===== config.mk =====
export PLATFORM = sky130hd
export DESIGN_NAME = cke_generator
export DESIGN_NICKNAME = d
export VERILOG_FILES = /design/src/rtl/cke_generator.sv
export SDC_FILE = /design/constraint.sdc
export NUM_CORES = 1
export LEC_CHECK = 0
export ABC_AREA = 0
export ABC_CLOCK_PERIOD_IN_PS = 5100
export BUFFER_PORTS_ARGS = -buffer_cell sky130_fd_sc_hd__buf_4
export CAP_MARGIN = 5
export CORE_ASPECT_RATIO = 0.9
export CORE_UTILIZATION = 40
export CTS_CLUSTER_DIAMETER = 40
export CTS_CLUSTER_SIZE = 24
export DETAILED_ROUTE_END_ITERATION = 12
export SYNTH_ARGS = -nofsm -noshare
export SYNTH_HDL_FRONTEND = slang
export SYNTH_SLANG_ARGS = --single-unit

===== constraint.sdc =====
create_clock -name clk -period 5.1 [get_ports clk]
set_input_delay 1.02 -clock clk [delete_from_list [all_inputs] [get_ports clk]]
set_output_delay 1.02 -clock clk [all_outputs]
set_load 0.02 [all_outputs]

===== src/rtl/cke_generator.sv =====
// cke_generator
//
// Multi-channel clock-enable generator. Every channel has a programmable
// down-counter that produces two outputs:
//   - a one-cycle enable pulse once per period
//   - a duty-cycle level output
// With the default settings each channel reproduces the 68000 E-clock divider:
// divide-by-10, 6 cycles low then 4 cycles high, with en on the last high cycle.
//
// Configuration is shadowed. A write lands in pend_div/pend_high, and the
// channel copies it into act_div/act_high only when its counter wraps
// (cnt == 0) or when resync is pulsed. A period in progress is therefore
// never disturbed.
//
// Optional feature (compile-time macro CKE_HOLD_EN):
//   defined   - hold[i] freezes channel i (counter, active config, wrap load).
//               resync still reloads a held channel.
//   undefined - hold is accepted but ignored.
//
// Parameters:
//   NUM_CH       number of channels (1..8)
//   DIV_W        counter / configuration width
//   DEFAULT_DIV  reset period in clk cycles (2..2^DIV_W-1)
//   DEFAULT_HIGH reset high time of lvl
//
// Ports:
//   clk       system clock, rising edge
//   reset     asynchronous reset, active high
//   cfg_wr    configuration write strobe
//   cfg_ch    target channel of cfg_wr (out-of-range indices are ignored)
//   cfg_div   new period; 0 disables the channel
//   cfg_high  new high time of lvl
//   resync    realign every channel to the start of its period
//   hold      per-channel freeze (only with CKE_HOLD_EN)
//   en        per-channel one-cycle enable pulse
//   lvl       per-channel duty-cycle level
//   cnt       flattened counters, channel i at [i*DIV_W +: DIV_W]

module cke_generator #(
  parameter int unsigned NUM_CH       = 4,
  parameter int unsigned DIV_W        = 8,
  parameter int unsigned DEFAULT_DIV  = 10,
  parameter int unsigned DEFAULT_HIGH = 4
) (
  input  logic                    clk,
  input  logic                    reset,
  input  logic                    cfg_wr,
  input  logic [2:0]              cfg_ch,
  input  logic [DIV_W-1:0]        cfg_div,
  input  logic [DIV_W-1:0]        cfg_high,
  input  logic                    resync,
  input  logic [NUM_CH-1:0]       hold,
  output logic [NUM_CH-1:0]       en,
  output logic [NUM_CH-1:0]       lvl,
  output logic [NUM_CH*DIV_W-1:0] cnt
);

  localparam logic [DIV_W-1:0] RST_DIV  = DIV_W'(DEFAULT_DIV);
  localparam logic [DIV_W-1:0] RST_HIGH = DIV_W'(DEFAULT_HIGH);
  localparam logic [DIV_W-1:0] RST_CNT  = DIV_W'(DEFAULT_DIV - 1);
  localparam logic [DIV_W-1:0] ONE      = DIV_W'(1);

  // Channels whose counter does not advance this cycle. resync always wins.
  logic [NUM_CH-1:0] frozen;

`ifdef CKE_HOLD_EN
  assign frozen = hold & ~{NUM_CH{resync}};
`else
  logic unused_hold;
  assign unused_hold = ^hold;
  assign frozen      = '0;
`endif

  for (genvar i = 0; i < NUM_CH; i++) begin : g_ch
    logic [DIV_W-1:0] pend_div_q;
    logic [DIV_W-1:0] pend_high_q;
    logic [DIV_W-1:0] act_div_q;
    logic [DIV_W-1:0] act_high_q;
    logic [DIV_W-1:0] cnt_q;

    logic             sel;
    logic             wrap;
    logic             load;
    logic [DIV_W-1:0] nxt_div;
    logic [DIV_W-1:0] nxt_high;
    logic [DIV_W-1:0] load_cnt;

    // i < NUM_CH <= 8, so a match also means cfg_ch is in range.
    assign sel = cfg_wr && (cfg_ch == 3'(i));

    // A write in the same cycle as a wrap or resync is seen by that load.
    assign nxt_div  = sel ? cfg_div  : pend_div_q;
    assign nxt_high = sel ? cfg_high : pend_high_q;

    // A disabled channel sits at cnt == 0, so it polls pend_div every cycle.
    assign wrap     = (cnt_q == '0);
    assign load     = resync || (wrap && !frozen[i]);
    assign load_cnt = (nxt_div == '0) ? '0 : (nxt_div - ONE);

    always_ff @(posedge clk or posedge reset) begin
      if (reset) begin
        pend_div_q  <= RST_DIV;
        pend_high_q <= RST_HIGH;
        act_div_q   <= RST_DIV;
        act_high_q  <= RST_HIGH;
        cnt_q       <= RST_CNT;
      end else begin
        pend_div_q  <= nxt_div;
        pend_high_q <= nxt_high;
        if (load) begin
          act_div_q  <= nxt_div;
          act_high_q <= nxt_high;
          cnt_q      <= load_cnt;
        end else if (!frozen[i]) begin
          cnt_q <= cnt_q - ONE;
        end
      end
    end

    // Pure register decodes; no input reaches the outputs combinationally.
    assign en[i]                  = wrap && (act_div_q != '0);
    assign lvl[i]                 = (act_div_q != '0) && (cnt_q < act_high_q);
    assign cnt[i*DIV_W +: DIV_W]  = cnt_q;
  end

endmodule


==> results of run 1 <==
[power by group through the flow]
stage	Sequential, mW	Clock [mW]	Combinational, mW
after global placement	2.00	0	1.63
after floorplan	2.04	0	1.06
after global routing	2.04	1.44	1.88
final	1.98	1.36	1.67
after detailed placement	2.01	0	1.67
after CTS	1.99	1.38	1.68
[Yosys cell counts (7+ instances only)]
master    count
buf_2        13
nor4b_1       7
nor3_1       14
nor2_1       57
nand3_1       8
nand2_1      85
or4_1         7
dfstp_2      32
mux2i_1      28
mux2_2       68
xnor2_1      23
ha_1         43
clkbuf_1     16
o22ai_1      17
o21ai_0      25
a21oi_1      43
dfrtp_1     128
a31oi_1       7
inv_1        64
a21o_1       10
xor2_1       15
nor4_1       18
[cells by family after synthesis]
logic type / Yosys count / synth area share (%)
and+or+nand+nor: 230 / 13.59
DFF: 160 / 48.64
AOI/OAI and AO/OA: 128 / 9.541
buffers and inverters: 100 / 5.177
muxes: 96 / 12.58
adders and majority gates: 43 / 6.471
xor gates and xnor gates: 38 / 4.003
[through the flow]
step | hold WS [ps] | util, %
finish | 466.6 | 47.70
global route | 500.6 | 47.70
CTS | 468.0 | 47.70
detailed placement | 454.7 | 44.61
global placement | 454.3 | 44.61
floorplan | 435.8 | -
[worst min-delay path: stages (launching register included)]
cell	delay [ps]
dfstp_2	360
nand2_1	40
nand2_1	60
[area by class of cell]
| class | instances | area (sq um) |
|---|---|---|
| tap | 255 | 319.1 |
| fill | 1875 | 10550 |
| timing repair buffer | 68 | 523.0 |
| multi-input combinational | 535 | 3867 |
| sequential | 160 | 4044 |
| clock inverter | 10 | 158.9 |
| clock buffer | 22 | 464.2 |
| inverter | 64 | 244.0 |
[worst max-delay path by stage]
| stage | from | end | slack, ps | depth (start not counted) |
|---|---|---|---|---|
| after detailed placement | cfg_ch[2] | g_ch[3].cnt_q[5] | 1300 | 7 |
| after floorplan | cfg_ch[0] | g_ch[0].cnt_q[7] | 1910 | 10 |
| after CTS | g_ch[1].cnt_q[2] | en[1] | 1630 | 4 |
| after global routing | g_ch[1].cnt_q[2] | en[1] | 1500 | 4 |
| after global placement | cfg_ch[2] | g_ch[3].cnt_q[5] | 1320 | 7 |
| final | g_ch[1].cnt_q[2] | en[1] | 1600 | 4 |
[per-layer routing]
metal | global-route usage (%) | up-vias | wire length (microns)
li1 | - | 2871 | -
met1 | 29.11 | 2960 | 10050
met2 | 31.03 | 119 | 9045
met3 | 3.625 | 26 | 739
met4 | 7.211 | 0 | 394
met5 | 0 | - | 0
[placed cells by master, fill, tap and decap left out, types with 18 or more instances in the layout]
cell     count
dfrtp_1    128
inv_1       63
o21ai_0     25
mux2_2      68
dfstp_2     32
mux2i_1     28
xnor2_1     23
nand2_1     85
ha_1        43
nor2_1      57
nor4_1      18
buf_4       67
a21oi_1     43
[sequential cells by signal, summed over array words and instances, names as in the netlist]
register / count
g_ch.cnt_q: 32
g_ch.pend_div_q: 32
g_ch.pend_high_q: 32
g_ch.act_div_q: 32
g_ch.act_high_q: 32
==> impl_metrics.json, run 1 <==
{
  "hold_depth": 2,
  "syn_area_sq_mm": 0.008314,
  "critPathLaunchType": "flip-flop",
  "grt_pass1_vias": 5951,
  "die_area_sq_mm": 0.02137,
  "worst_pin_slew_ps": 1141,
  "num_rows": 49,
  "clock_power_share_pct": 27.2,
  "cts_resized": 0,
  "yosys_register_bits": 160,
  "place_inst": 1082,
  "cts_buffers": 17,
  "ios": 67,
  "powerDensity_mw_per_mm2": 521.6,
  "grt_start_max_net_pins": 161,
  "wl_mm": 20.23,
  "setup-violations-final": 0,
  "critical_path_class": "flip-flop to output port",
  "num_vias": 5976,
  "ctsHtreeMaxLevel": 4,
  "pre_cts_ws_ps": 1299,
  "async_flop_share_pct": 100.0,
  "numPortBuffers": 62,
  "vias_per_cell": 5.364,
  "clock_path_buffers": 2,
  "drtPass1Iterations": 5,
  "worst_slack_ps": 1595,
  "hold_class": "flip-flop to flip-flop",
  "path_cells": "or4_1 -> nor4b_1 -> a21boi_0 -> buf_4",
  "die-width_microns": 154.0,
  "post-cts-setup-buffer-count": 0,
  "cts_tree": "built",
  "dpl_cell_area_sq_mm": 0.008997,
  "grt_pass1_wl_mm": 33.33,
  "hold_end": "g_ch[3].pend_high_q[2]",
  "cp-end-kind": "output port",
  "swShare_pct": 34.36,
  "seq_area_frac_synth_pct": 48.64,
  "postCtsHoldBufs": 0,
  "p_seq_share_pct": 39.5,
  "initial_utilization_pct": 41.22,
  "max_slew_margin_pct": 23.23,
  "synth_nets": 865,
  "layout_min_cycle_time_ps": 3505,
  "status": "finished clean",
  "maxCapViolations": 0,
  "ys.flop_type": "dfrtp_1",
  "dp.final_hpwl_mm": 13.62,
  "gr-usage-all-layers_pct": 20.38,
  "min_from": "g_ch[3].pend_high_q[2]",
  "rr_worst_depth": 5,
  "critPathBufInv": 1,
  "area_growth_pct": 15.71,
  "drive_gt1_share_pct": 24.45,
  "finalHoldViolations": 0,
  "peakVddDrop_uv": 305.3,
  "clk_latency_ps": 430,
  "cpPeakStageDelay_ps": 590,
  "drv_slew": 0,
  "grt_antenna_before_repair": 0,
  "core_region_area_sq_mm": 0.02017,
  "nets": 916,
  "combPwrFrac_pct": 33.3,
  "drc": 0,
  "critPathTopFamily": "simple AND/OR/NAND/NOR gates",
  "fin_cells": 1114,
  "cts_root_buf": "clkbuf_16",
  "cp.required_ps": 4080,
  "synth_cells": 795,
  "p_int_mw": 3.294,
  "clock_skew_ps": 9.116,
  "power.total_mw": 5.018,
  "clock-sinks": 160,
  "n_antenna_cell": 0,
  "wl_per_cell_microns": 18.16,
  "ff2ff_setup_slack_ps": 2230,
  "fin_setup_tns_ps": 0,
  "place.gp.congestion": 0.8391,
  "design_area_sq_mm": 0.009620,
  "p_sw_mw": 1.724,
  "cp_slowest_cell": "or4_1",
  "drt_iter0_drc": 429,
  "die_h_microns": 138.8,
  "synth_edf_count": 0,
  "ys_types": 57,
  "cts.clk_slew.worst_paths_ps": 60,
  "fmax_mhz": 285.3,
  "cp_max_fo": 6,
  "syn_avg_cell_area_sq_um": 10.46,
  "arrival_ps": 2480,
  "r2r_end": "g_ch[1].cnt_q[4]",
  "synth_top_cell_by_area": "dfrtp_1",
  "yosysWarningCount": 0,
  "netlist_top_cells_area": "dfrtp_1 39%, dfstp_2 10%, mux2_2 9.2%",
  "period_share_pct": 68.72,
  "antenna_left": 0,
  "overflow": 0,
  "netlist.area_leader.share_pct": 38.53,
  "rr_startpoint": "g_ch[1].cnt_q[2]",
  "rsz0062_at_grt": "no",
  "leakage_nw": 4.416
}
(Power assumes the default switching activity.)
==> inputs of run 2 (changes only) <==
--- a/config.mk
+++ b/config.mk
@@ -6,7 +6,7 @@
 export NUM_CORES = 1
 export LEC_CHECK = 0
 export ABC_AREA = 0
-export ABC_CLOCK_PERIOD_IN_PS = 5100
+export ABC_CLOCK_PERIOD_IN_PS = 3600
 export BUFFER_PORTS_ARGS = -buffer_cell sky130_fd_sc_hd__buf_4
 export CAP_MARGIN = 5
 export CORE_ASPECT_RATIO = 0.9
==> constraint.sdc (replaced) <==
create_clock -name clk -period 3.6 [get_ports clk]
set_input_delay 0.72 -clock clk [delete_from_list [all_inputs] [get_ports clk]]
set_output_delay 0.72 -clock clk [all_outputs]
set_load 0.02 [all_outputs]
==> impl_metrics.json, run 2 (synthesis gave the netlist of run 1 again) <==
{
  "rsz0062_at_grt": "no",
  "multi_input_area_sq_mm": 0.003867,
  "finalHoldViolations": 0,
  "wl_per_cell_microns": 17.86,
  "critPathLaunchType": "flip-flop",
  "antenna_left": 0,
  "wl_mm": 20.12,
  "ctsHtreeMaxLevel": 4,
  "max_slew_margin_pct": 38.51,
  "drt_iter0_drc": 377,
  "register_area_sq_mm": 0.004044,
  "vias_per_cell": 5.278,
  "worst_pin_slew_ps": 915.8,
  "rr_worst_depth": 6,
  "cpPeakStageDelay_ps": 570,
  "ios": 67,
  "dp.final_hpwl_mm": 13.96,
  "rr_startpoint": "g_ch[3].cnt_q[2]",
  "n_antenna_cell": 0,
  "grt_pass1_vias": 5882,
  "drc": 0,
  "fmax_mhz": 330.0,
  "overflow": 0,
  "cp.required_ps": 2880,
  "postCtsHoldBufs": 0,
  "num_rows": 49,
  "initial_utilization_pct": 41.22,
  "final_common_cell": "dfrtp_1",
  "layout_min_cycle_time_ps": 3031,
  "drtPass1Iterations": 4,
  "ff2ff_setup_slack_ps": 850,
  "nFillCells": 1840,
  "grt_pass1_wl_mm": 32.57,
  "grt_antenna_before_repair": 1,
  "cp_slowest_cell": "or4_1",
  "cts_buffers": 17,
  "clock_path_buffers": 2,
  "critPathBufInv": 1,
  "power.total_mw": 7.210,
  "cp_max_fo": 6,
  "cp-end-kind": "output port",
  "nets": 929,
  "hold_class": "input port to asynchronous set/reset pin",
  "cts_tree": "built",
  "grt_start_max_net_pins": 49,
  "maxCapViolations": 0,
  "period_share_pct": 84.18,
  "fin_setup_tns_ps": 0,
  "clock-sinks": 160,
  "arrival_ps": 2310,
  "critical_path_class": "flip-flop to output port",
  "leakage_nw": 4.498,
  "powerDensity_mw_per_mm2": 738.4,
  "numPortBuffers": 62,
  "place.gp.congestion": 0.8484,
  "clock_skew_ps": 8.650,
  "cts.clk_slew.worst_paths_ps": 60,
  "post-cts-setup-buffer-count": 0,
  "peakVddDrop_uv": 427.3,
  "die-width_microns": 154.0,
  "r2r_end": "g_ch[3].cnt_q[5]",
  "setup-violations-final": 0,
  "final_cell_mix": "128 x dfrtp_1, 85 x nand2_1, 79 x buf_4",
  "cts_resized": 0,
  "die_area_sq_mm": 0.02137,
  "path_cells": "or4_1 -> nor4b_1 -> a21boi_0 -> buf_4",
  "clk_latency_ps": 420,
  "critPathTopFamily": "simple AND/OR/NAND/NOR gates",
  "gr-usage-all-layers_pct": 19.92,
  "die_h_microns": 138.8,
  "cts_root_buf": "clkbuf_16",
  "num_vias": 5948,
  "drv_slew": 0,
  "core_region_area_sq_mm": 0.02017,
  "status": "finished clean",
  "drive_gt1_share_pct": 25.57,
  "area_growth_pct": 17.44
}
run 2: changes by cell type in the layout (fill, tap and decap cells not counted), sizes merged:
cell / delta
buf: +13
bufinv: +1
clkbuf: +1
clkinv: -3
inv: +1
run 2: per-layer routing:
metal	global-route usage [%]	share of wire [%]	wire length (microns)
met1	28.57	50	10050
met2	30.89	46	9240
met3	4.313	3.3	657
met4	4.263	0.85	171
met5	0	0	0
run 2: how the worst max path moves through the flow:
stage / startpoint / to / slack, ps / cells past startpoint
2_1_floorplan: cfg_ch[0] / g_ch[0].cnt_q[7] / 710 / 10
3_3_place_gp: cfg_ch[1] / g_ch[1].cnt_q[5] / 580 / 7
5_1_grt: g_ch[1].cnt_q[2] / en[1] / 440 / 4
6_report: g_ch[1].cnt_q[2] / en[1] / 570 / 4
4_1_cts: g_ch[1].cnt_q[2] / en[1] / 550 / 4
3_5_place_dp: cfg_ch[1] / g_ch[1].cnt_q[5] / 570 / 7
run 2: per-stage QoR:
stage	utilization, %	hold WS, ps	instances	area (sq um)	worst slack (ps)
after detailed placement	45.15	454.1	1095	9107	567.6
after CTS	48.41	417.1	1127	9764	545.2
final	48.41	404.4	1127	9764	569.4
after global placement	45.15	453.0	1095	9107	576.8
after floorplan	-	435.8	795	8318	713.8
after global routing	48.41	447.5	1127	9764	438.5
run 2: area by class of cell:
| class | instances | area share (%) |
|---|---|---|
| clock buffers | 23 | 4.895 |
| well taps | 255 | 3.268 |
| clock inverters | 9 | 1.832 |
| flip-flops and latches | 160 | 41.41 |
| repair buffers | 81 | 6.484 |
| multi-input cells | 535 | 39.61 |
| inverters | 64 | 2.499 |
run 2: power breakdown:
| part | total (mW) | internal, mW | switching (mW) |
|---|---|---|---|
| clock | 2.01 | 1.29 | 0.721 |
| combinational | 2.39 | 1.13 | 1.26 |
| sequential | 2.81 | 2.36 | 0.452 |
| total | 7.21 | 4.78 | 2.43 |
run 2: worst register-to-register path, cell delays in order, from the launching register on:
cell,delay (ps)
dfrtp_1,450
or4_1,590
nor4b_1,330
or2_2,620
o31ai_1,200
buf_4,200
o32ai_1,260
